<file path="src/rtl/puf_pkg.sv">
// Shared types and helpers for the RO-PUF response collector.
package puf_pkg;

  typedef enum logic [1:0] {
    IDLE,
    WAIT,
    FINAL
  } coll_state_t;

  localparam int PUF_COUNT_BITS = 16;

  typedef logic [PUF_COUNT_BITS-1:0] count_t;

  function automatic int vote_width(input int reps);
    return (reps < 1) ? 1 : $clog2(reps + 1);
  endfunction

endpackage

</file>
<file path="src/rtl/ro_edge_counter.sv">
// Synchronises the selected oscillator, detects rising edges and
// counts them into a saturating counter with clear and enable.
module ro_edge_counter #(
  parameter int COUNT_BITS = 16
) (
  input  logic                  i_clk,
  input  logic                  i_reset,
  input  logic                  i_ro,
  input  logic                  i_clr,
  input  logic                  i_en,
  output logic [COUNT_BITS-1:0] o_count
);

  logic [1:0]            r_sync;
  logic                  r_prev;
  logic [COUNT_BITS-1:0] r_count;
  logic                  w_rise;

  assign w_rise  = r_sync[1] & ~r_prev;
  assign o_count = r_count;

  always_ff @(posedge i_clk) begin
    if (i_reset) begin
      r_sync  <= '0;
      r_prev  <= 1'b0;
      r_count <= '0;
    end else begin
      r_sync <= {r_sync[0], i_ro};
      r_prev <= r_sync[1];
      // clear wins over a coincident edge
      if (i_clr) begin
        r_count <= '0;
      end else if (i_en && w_rise && (r_count != '1)) begin
        r_count <= r_count + COUNT_BITS'(1);
      end
    end
  end

endmodule

</file>
<file path="src/rtl/ro_response_collector.sv">
// RO-PUF response collector: slot bank, pairwise compare, voting, FSM.
// Majority voting across rounds is built when PUF_MAJORITY_VOTE_EN is defined.
module ro_response_collector
  import puf_pkg::*;
#(
  parameter  int NUM_LOOPS   = 4,
  parameter  int REPETITIONS = 2,
  parameter  int COUNT_BITS  = 16,
  localparam int RESP_BITS   = NUM_LOOPS / 2,
  localparam int SEL_BITS    = $clog2(NUM_LOOPS - 1) + 1
) (
  input  logic                 clk,
  input  logic                 reset,
  input  logic                 ro_in,
  input  logic                 reset_puf,
  input  logic                 enable_puf,
  input  logic [SEL_BITS-1:0]  select_puf,
  input  logic                 store_response_puf,
  input  logic                 done,
  output logic [RESP_BITS-1:0] response,
  output logic                 response_valid
);

  localparam int IDX_BITS = (NUM_LOOPS > 2) ? $clog2(NUM_LOOPS) : 1;
  localparam int VW       = vote_width(REPETITIONS);

  logic [COUNT_BITS-1:0] w_count;
  logic [COUNT_BITS-1:0] r_slot [NUM_LOOPS];
  logic [IDX_BITS-1:0]   w_idx;
  logic                  w_store_ok;
  logic                  w_store_last;
  logic                  r_cmp_pending;
  logic [RESP_BITS-1:0]  w_bits;
  logic [RESP_BITS-1:0]  w_final;
  logic [RESP_BITS-1:0]  r_response;
  logic [VW-1:0]         r_rounds;
  logic [VW-1:0]         w_rounds_nx;
  logic                  r_done_q;
  logic                  r_done_q2;
  logic                  w_done_rise;
  logic                  w_finalize;
  coll_state_t           r_state;
  coll_state_t           w_state_nx;

  ro_edge_counter #(
    .COUNT_BITS(COUNT_BITS)
  ) u_cnt (
    .i_clk  (clk),
    .i_reset(reset),
    .i_ro   (ro_in),
    .i_clr  (reset_puf),
    .i_en   (enable_puf),
    .o_count(w_count)
  );

  assign w_idx        = select_puf[IDX_BITS-1:0];
  assign w_store_ok   = store_response_puf &&
                        (32'(select_puf) < 32'(NUM_LOOPS));
  assign w_store_last = w_store_ok &&
                        (w_idx == IDX_BITS'(NUM_LOOPS - 1));

  always_ff @(posedge clk) begin
    if (reset) begin
      for (int i = 0; i < NUM_LOOPS; i++) r_slot[i] <= '0;
      r_cmp_pending <= 1'b0;
    end else begin
      if (w_store_ok) r_slot[w_idx] <= w_count;
      r_cmp_pending <= w_store_last;
    end
  end

  always_comb begin
    w_bits = '0;
    for (int i = 0; i < RESP_BITS; i++) begin
      w_bits[i] = r_slot[2*i] > r_slot[2*i+1];
    end
  end

  // A compare coinciding with finalize is folded into this response
  assign w_rounds_nx = r_rounds +
    VW'(r_cmp_pending && (r_rounds != '1));

`ifdef PUF_MAJORITY_VOTE_EN
  logic [VW-1:0] r_votes    [RESP_BITS];
  logic [VW-1:0] w_votes_nx [RESP_BITS];

  always_comb begin
    w_final = '0;
    for (int i = 0; i < RESP_BITS; i++) begin
      w_votes_nx[i] = r_votes[i];
      if (r_cmp_pending && w_bits[i] && (r_votes[i] != '1)) begin
        w_votes_nx[i] = r_votes[i] + VW'(1);
      end
      w_final[i] = w_votes_nx[i] > VW'(REPETITIONS / 2);
    end
  end

  always_ff @(posedge clk) begin
    if (reset || w_finalize) begin
      for (int i = 0; i < RESP_BITS; i++) r_votes[i] <= '0;
    end else begin
      for (int i = 0; i < RESP_BITS; i++) r_votes[i] <= w_votes_nx[i];
    end
  end
`else
  logic [RESP_BITS-1:0] r_last_bits;

  assign w_final = r_cmp_pending ? w_bits : r_last_bits;

  always_ff @(posedge clk) begin
    if (reset || w_finalize) begin
      r_last_bits <= '0;
    end else if (r_cmp_pending) begin
      r_last_bits <= w_bits;
    end
  end
`endif

  assign w_done_rise = r_done_q & ~r_done_q2;

  always_ff @(posedge clk) begin
    if (reset) begin
      r_done_q   <= 1'b0;
      r_done_q2  <= 1'b0;
      r_state    <= IDLE;
      r_rounds   <= '0;
      r_response <= '0;
    end else begin
      r_done_q  <= done;
      r_done_q2 <= r_done_q;
      r_state   <= w_state_nx;
      if (w_finalize) begin
        r_rounds   <= '0;
        r_response <= (w_rounds_nx == '0) ? '0 : w_final;
      end else begin
        r_rounds <= w_rounds_nx;
      end
    end
  end

  always_comb begin
    w_state_nx = r_state;
    w_finalize = 1'b0;
    unique case (r_state)
      IDLE: begin
        if (w_done_rise) w_state_nx = WAIT;
      end
      WAIT: begin
        w_finalize = 1'b1;
        w_state_nx = FINAL;
      end
      FINAL: begin
        w_state_nx = IDLE;
      end
      default: begin
        w_state_nx = IDLE;
      end
    endcase
  end

  assign response       = r_response;
  assign response_valid = (r_state == FINAL);

endmodule
</file>
<file path="config.mk">
export PLATFORM = sky130hd
export DESIGN_NAME = ro_response_collector
export DESIGN_NICKNAME = d
export VERILOG_FILES = /design/src/rtl/puf_pkg.sv /design/src/rtl/ro_edge_counter.sv /design/src/rtl/ro_response_collector.sv
export SDC_FILE = /design/constraint.sdc
export NUM_CORES = 1
export LEC_CHECK = 0
export CORE_ASPECT_RATIO = 1.5
export CORE_UTILIZATION = 50
export DETAILED_ROUTE_END_ITERATION = 7
export GPL_TIMING_DRIVEN = 1
export MAX_ROUTING_LAYER = met4
export PLACE_DENSITY = 0.76
export SYNTH_ARGS = -nofsm -noshare
export SYNTH_HDL_FRONTEND = slang
export SYNTH_HIERARCHICAL = 1
export SYNTH_SLANG_ARGS = --single-unit
</file>
<file path="constraint.sdc">
create_clock -name clk -period 1.69 [get_ports clk]
set_clock_uncertainty 0.1 [all_clocks]
set_input_delay 0.2535 -clock clk [delete_from_list [all_inputs] [get_ports clk]]
set_output_delay 0.2535 -clock clk [all_outputs]
set_load 0.05 [all_outputs]
</file>
Yosys cells after proc, flatten, opt, wreduce, memory -nomap -nowiden
Memory sizes are Yosys's and may differ from the RTL's.
Index checks and enable logic that the tools add are counted.

storage, ports and cells
  register bits after elaboration = 30
  bits in latches = 0
  bits in writable memories = 64
  ROM bits = 0
  logic and storage cells = 50
  memories = 1

cells by class
  add/sub/neg operators = 2
  multiply operators = 0
  div/mod/pow operators = 0
  order comparisons = 3
  eq/ne operators = 6
  shift operators = 0
  mux-type cells = 13
  bitwise operators = 4
  reduce and logical (&&, ||, !) cells = 11

memory list
  name    depth  width  read ports  clocked after Yosys merged registers in  write ports  line                         text
  r_slot  4      16     4           0                                        4            ro_response_collector.sv:28  logic [COUNT_BITS-1:0] r_slot [NUM_LOOPS];

operators with widths
  kind                                                              count
  16-bit greater-than comparator                                    2
  16-bit by 1-bit adder with 16-bit output (second input constant)  1
  16-bit 2-to-1 mux                                                 1
  16-bit inequality test (second input constant)                    1
  16-bit OR reduction                                               1
  2-bit 2-to-1 mux                                                  4
  1-bit 2-to-1 mux                                                  7
  1-bit logical AND                                                 5
  2-bit == test (second input constant)                             2
  2-bit logical NOT                                                 2
  2-bit inequality test (second input constant)                     2
  2-bit one-hot mux with 2 select lines                             1
  2-bit OR reduction                                                2
  3-bit less-than comparator (second input constant)                1
  2-bit by 1-bit adder with 2-bit output                            1
  1-bit bitwise AND                                                 2
  2-bit by 1-bit == test with 1-bit output (second input constant)  1
  1-bit inverter                                                    2
  1-bit logical OR                                                  1

Logic depth before layout (Yosys ltp)
  word-level depth = 7
  mapped depth = 7
  mapped depth without buffers = 7

Modules after synthesis
The synthesis kept the hierarchy.

by module, submodules not included
  module                 instances  cells each  area each (sq um)  sequential area each (sq um)
  ro_response_collector  1          297         3,652.3            2,142.1
  ro_edge_counter        1          107         939.7              380.4

Worst setup path after synthesis
Ideal clock, no wire load.

  path kind = register -> register
  start = mem r_slot[0][14]
  end = reg r_response[0] (netlist: response[0])
  setup time = 0.131 ns
  arrival time = 1.589 ns
  data required time = 1.459 ns
  path slack = -0.130 ns
  stages on the path, launching flop included = 7
  period minus slack after synthesis = 1.820 ns
  cell sequence = edfxtp_1 -> ha_1 -> nand4_1 -> nor3_1 -> a2111o_1 -> a221oi_1 -> o21ai_0

RTL lines
  item                  line                          text
  start, declared       ro_response_collector.sv:28
  end signal, assigned  ro_response_collector.sv:134  r_response <= (w_rounds_nx == '0) ? '0 : w_final;
  end, declared         ro_response_collector.sv:35   logic [RESP_BITS-1:0] r_response;

==> impl.org <==
** CTS
- The clock drives 94 sinks.
- CTS Root Buffer Type :: sky130_fd_sc_hd__clkbuf_16
- H-tree levels :: 3
- Number of hold-repair buffers added at the cts stage :: 0
- Buffers inserted during clock tree synthesis total 9.
- CTS max path bufs :: 2
- TritonCTS built the clock tree.
- The clock reaches the later pin of the worst-skew pair after 340 ps.
- Clock transition time at the flip-flop clock pins of the worst setup and hold paths :: 70 ps

** Finish
- Excluding fillers, the count of instances in the completed layout stands at between 500 and 600.
- Fraction of the core area covered by cells at the end of the flow :: 0.671
- The number of antenna diodes in the final layout is 0.
- In the final layout, the share of cells above drive strength 1 is 0.305.
- The area growth from synthesis to layout is 29.9%.
- For this run, the post-layout net count is between 500 and 600.
- The multi-input combinational cells in the finished layout cover a total of 2180 sq um.
- Fillcell total :: 637
- Across the whole layout, storage elements account for 2560 sq um.

** Pwr
- Pwr/cell area :: 857 nW/um^2
- Across the VDD grid, the largest voltage drop is about 0.00073 V.
- Overall power consumption after layout is estimated at 5.11 mW.
- Leakage :: roughly 2.4 nW

** Timing
- The worst pin sits at a relative slew slack of 0.743.
- Final hold violation count :: 0
- Clock period minus final worst setup slack :: 1910 ps
- Setup violations remaining at the end of the flow were counted as 8.
- Top achievable clock speed :: between 0.5 and 0.6 GHz
- The count of final max-slew check failures came to 0.
- Hold is met by 292 ps.
- PnR worst setup slack :: -220 ps
- Setup repair after global routing could not meet its margin everywhere.
- In the finished design, the share of the clock period the worst path needs comes to 1.13.
- At the pin with the least slew margin, the transition time is 384 ps.
- Total Negative Setup Slacks :: -916 ps

** Synth
- Post-synth EDFFs :: 64
- In this run, distinct cell masters in the synthesized netlist total 52.
- Yosys top cell by area :: sky130_fd_sc_hd__edfxtp_1
- Mean area per synthesized cell :: 11.4 sq um
- Cell count after synthesis :: 404
- When the netlist entered floorplanning its net count stood at 448.
- Most used flip-flop cell after synthesis :: sky130_fd_sc_hd__edfxtp_1
- Part of the Yosys area used for sequential elements :: 0.549
- Portion of synthesized cell area occupied by the leading cell type :: 0.419
- Yosys warning total :: 6
- Yosys attributes the largest share of cell area to sky130_fd_sc_hd__edfxtp_1 42%, sky130_fd_sc_hd__dfxtp_1 13%, sky130_fd_sc_hd__ha_1 9.3%, sky130_fd_sc_hd__and2_1 9.1%, sky130_fd_sc_hd__inv_1 2.9%.
- Synthesis inferred 94 register bits.
- In this run the cell area of the synthesized design comes to approximately 4600 sq um.
- In the synthesized netlist the async set-or-reset flop fraction comes to 0.

** Worst setup path
- Worst Path Arrival :: 2030 ps
- The worst register-to-register path begins at r_slot[0][15].
- Data on the critical path is required at its endpoint by between 1500 and 2000 ps.
- STA classifies the critical path endpoint as a flip-flop.
- Delay-heaviest family, CP :: compound AO/OA/AOI/OAI gates
- R2R Setup Slk :: -220 ps
- Reg-to-reg critical path endpoint :: r_last_bits[0]
- In this design, the stage delay of the slowest critical-path cell is 390 ps.
- Along the worst path, the maximum fanout reaches 4.
- WS Path Type :: flip-flop to flip-flop
- Type of element launching the critical path :: flip-flop
- Crit-path slowest cell :: sky130_fd_sc_hd__a2111o_1
- The worst register-to-register path has a depth of 6.
- Critical-path cell list :: ha_1 > nand4_1 > nor3_1 > a2111o_1 > a221oi_2 > a211oi_1
- Buffers and inverters on the worst path :: 0

** Outcome
- Violations in the final reports :: negative setup slack
- Result of the run :: complete, but fails checks

** Detailed routing
- Total via count after detailed routing :: around 3.3k
- Initial drt markers :: 223
- The count of nets left with antenna violations once routing finished came out at 0.
- The first detailed-routing pass took 4 iterations.
- Via density :: 5.60
- Number of remaining DRC errors :: 0
- Wire length after detailed routing :: 10.3 mm
- WL per Instance :: 17.3 um

** Floorplan
- Measured along the x axis, the die boundary spans 80.2 um.
- For this configuration, the core starts out at a cell density of 0.517.
- 13 I/O pins were placed.
- In this run the standard cell core region covers 8880 sq um.
- Overall die area :: 9580 sq um
- Row generation in the floorplan step produced 42 rows.
- From bottom edge to top edge, the die measures 119 um.

** Global routing
- Pin count of the biggest net entering global routing :: 18
- In the global route stage, overall resource usage came out at 0.236.
- For this run the aggregate overflow at the end of global routing stands at 0.
- The first global-routing pass estimated around 16 mm of wire.
- Initial antenna violation count :: 0
- The via count of the first global-routing pass is 3411.

** Placed design
- Placed cell count :: approximately 570
- The wire-length estimate of the detail-placed layout is 6.99 mm.
- Input and output buffers added on the ports amount to 12.
- At the end of routability-driven placement, the weighted congestion stood at 1.00.

** Hold path
- Worst hold start :: r_done_q2
- The worst hold path terminates at r_state[0].
- Min-Delay Path Class :: flip-flop to flip-flop
- Along the worst hold path, the cell count comes to 1.

** Flow run
- Max-cap violations in this run came to 0.
-- flip-flops by register name, indices dropped and copies added, names as in the netlist --
register	cells
r_slot	64
r_cmp_pending	1
r_done_q	1
r_state	2
r_last_bits	2
u_cnt/o_count	16
r_done_q2	1
u_cnt/r_prev	1
u_cnt/r_sync	2
r_rounds	2
response	2
-- how the worst max path moves through the flow --
| stage | start | end | slack, ps | depth (start not counted) |
|---|---|---|---|---|
| finish | r_slot[0][15] | r_last_bits[0] | -220 | 6 |
| global route | r_slot[1][5] | r_last_bits[0] | -300 | 7 |
| CTS | r_slot[0][15] | r_last_bits[0] | -220 | 6 |
| detailed placement | enable_puf | u_cnt/o_count[11] | -400 | 5 |
| global placement | enable_puf | u_cnt/o_count[9] | -370 | 5 |
| floorplan | r_slot[0][7] | r_last_bits[0] | -50 | 6 |
-- final cells by class --
cell class | instances | share of cell area
sequential | 94 | 0.429
multi-input combinational | 264 | 0.365
timing repair buffer | 77 | 0.107
clock buffer | 11 | 0.0443
tap | 110 | 0.0231
inverter | 35 | 0.0220
clock inverter | 5 | 0.00923
-- per-layer routing --
| metal | share of wire | global-route usage | vias to the layer above |
|---|---|---|---|
| met5 | 0 | - | - |
| met4 | 0.059 | 0.137 | 0 |
| met3 | 0.039 | 0.0452 | 28 |
| met2 | 0.52 | 0.396 | 72 |
| met1 | 0.38 | 0.254 | 1620 |
| li1 | - | - | 1617 |
-- where the power goes --
part / internal (mW) / switching (mW)
Clock: 1.27 / 0.845
Combinational: 0.206 / 0.224
Sequential: 2.53 / 0.0342
Total: 4.00 / 1.10
-- logic make-up (layout without fill, tap and decap cells) --
family                   after synthesis  in the layout  share of synthesized area
AO/OA/AOI/OAI                         66             66                     0.0910
XOR/XNOR                               1              1                    0.00191
adder cells (fa/ha/maj)               34             34                     0.0926
buffers and inverters                 46            128                     0.0411
flip-flops                            94             94                      0.549
AND/OR/NAND/NOR                      163            163                      0.224
-- cells in the final DEF, fill, tap and decap left out, types with 3 or more instances in the layout --
master	Yosys	routed
sky130_fd_sc_hd__or3_1	5	4
sky130_fd_sc_hd__or2_4	0	3
sky130_fd_sc_hd__nor4_4	0	3
sky130_fd_sc_hd__dfxtp_2	0	4
sky130_fd_sc_hd__buf_4	1	63
sky130_fd_sc_hd__o31ai_1	6	5
sky130_fd_sc_hd__a21oi_1	24	18
sky130_fd_sc_hd__a31oi_1	3	3
sky130_fd_sc_hd__clkbuf_16	0	10
sky130_fd_sc_hd__nand2_1	16	14
sky130_fd_sc_hd__ha_4	0	9
sky130_fd_sc_hd__o21ai_0	14	8
sky130_fd_sc_hd__nor2b_1	10	10
sky130_fd_sc_hd__inv_1	35	33
sky130_fd_sc_hd__ha_1	34	25
sky130_fd_sc_hd__nand3_1	9	5
sky130_fd_sc_hd__and2_1	67	66
sky130_fd_sc_hd__or4_4	0	5
sky130_fd_sc_hd__clkdlybuf4s50_1	0	9
sky130_fd_sc_hd__dfxtp_1	30	18
sky130_fd_sc_hd__nor2_1	8	8
sky130_fd_sc_hd__a21oi_2	0	6
sky130_fd_sc_hd__o21ai_1	0	5
sky130_fd_sc_hd__nor3_1	5	4
sky130_fd_sc_hd__dfxtp_4	0	8
sky130_fd_sc_hd__a211oi_1	3	3
sky130_fd_sc_hd__nand4_1	8	8
sky130_fd_sc_hd__edfxtp_1	64	64
sky130_fd_sc_hd__and3b_1	4	4
sky130_fd_sc_hd__buf_12	0	3
-- timing repair --
action | CTS | global route
gates resized for setup | 20 | 44
pin swaps | 10 | 24
cloned | 0 | 1
buffers inserted | 2 | 6
endpoints found under the setup margin | 14 | 45
-- per-stage QoR --
step | instance area, sq um | setup slack (ps)
6_report | 5960 | -220
5_1_grt | 5960 | -304
4_1_cts | 5740 | -221
3_5_place_dp | 5290 | -405
3_3_place_gp | 5290 | -370
2_1_floorplan | 4630 | -54.8
-- cells in the mapped netlist, types with 2 or more instances --
master and n:
sky130_fd_sc_hd__o211ai_1 2, sky130_fd_sc_hd__or3_1 5, sky130_fd_sc_hd__and3_1 2, sky130_fd_sc_hd__ha_1 34, sky130_fd_sc_hd__and4_1 2, sky130_fd_sc_hd__o21ai_0 14
sky130_fd_sc_hd__nor3_1 5, sky130_fd_sc_hd__and3b_1 4, sky130_fd_sc_hd__edfxtp_1 64, sky130_fd_sc_hd__nand4_1 8, sky130_fd_sc_hd__nand2b_1 2, sky130_fd_sc_hd__a21oi_1 24
sky130_fd_sc_hd__inv_1 35, sky130_fd_sc_hd__nor2b_1 10, sky130_fd_sc_hd__a31oi_1 3, sky130_fd_sc_hd__nor2_1 8, sky130_fd_sc_hd__buf_2 4, sky130_fd_sc_hd__nand3_1 9
sky130_fd_sc_hd__nand2_1 16, sky130_fd_sc_hd__dfxtp_1 30, sky130_fd_sc_hd__nor4_1 3, sky130_fd_sc_hd__or2_2 5, sky130_fd_sc_hd__nand4_2 2, sky130_fd_sc_hd__nor3b_2 2
sky130_fd_sc_hd__a21o_1 2, sky130_fd_sc_hd__clkbuf_1 3, sky130_fd_sc_hd__and2_1 67, sky130_fd_sc_hd__a211oi_1 3, sky130_fd_sc_hd__or4_1 6, sky130_fd_sc_hd__a22oi_1 2
sky130_fd_sc_hd__clkbuf_2 2, sky130_fd_sc_hd__o31ai_1 6
No activity file was read; power rests on OpenSTA's default activity.
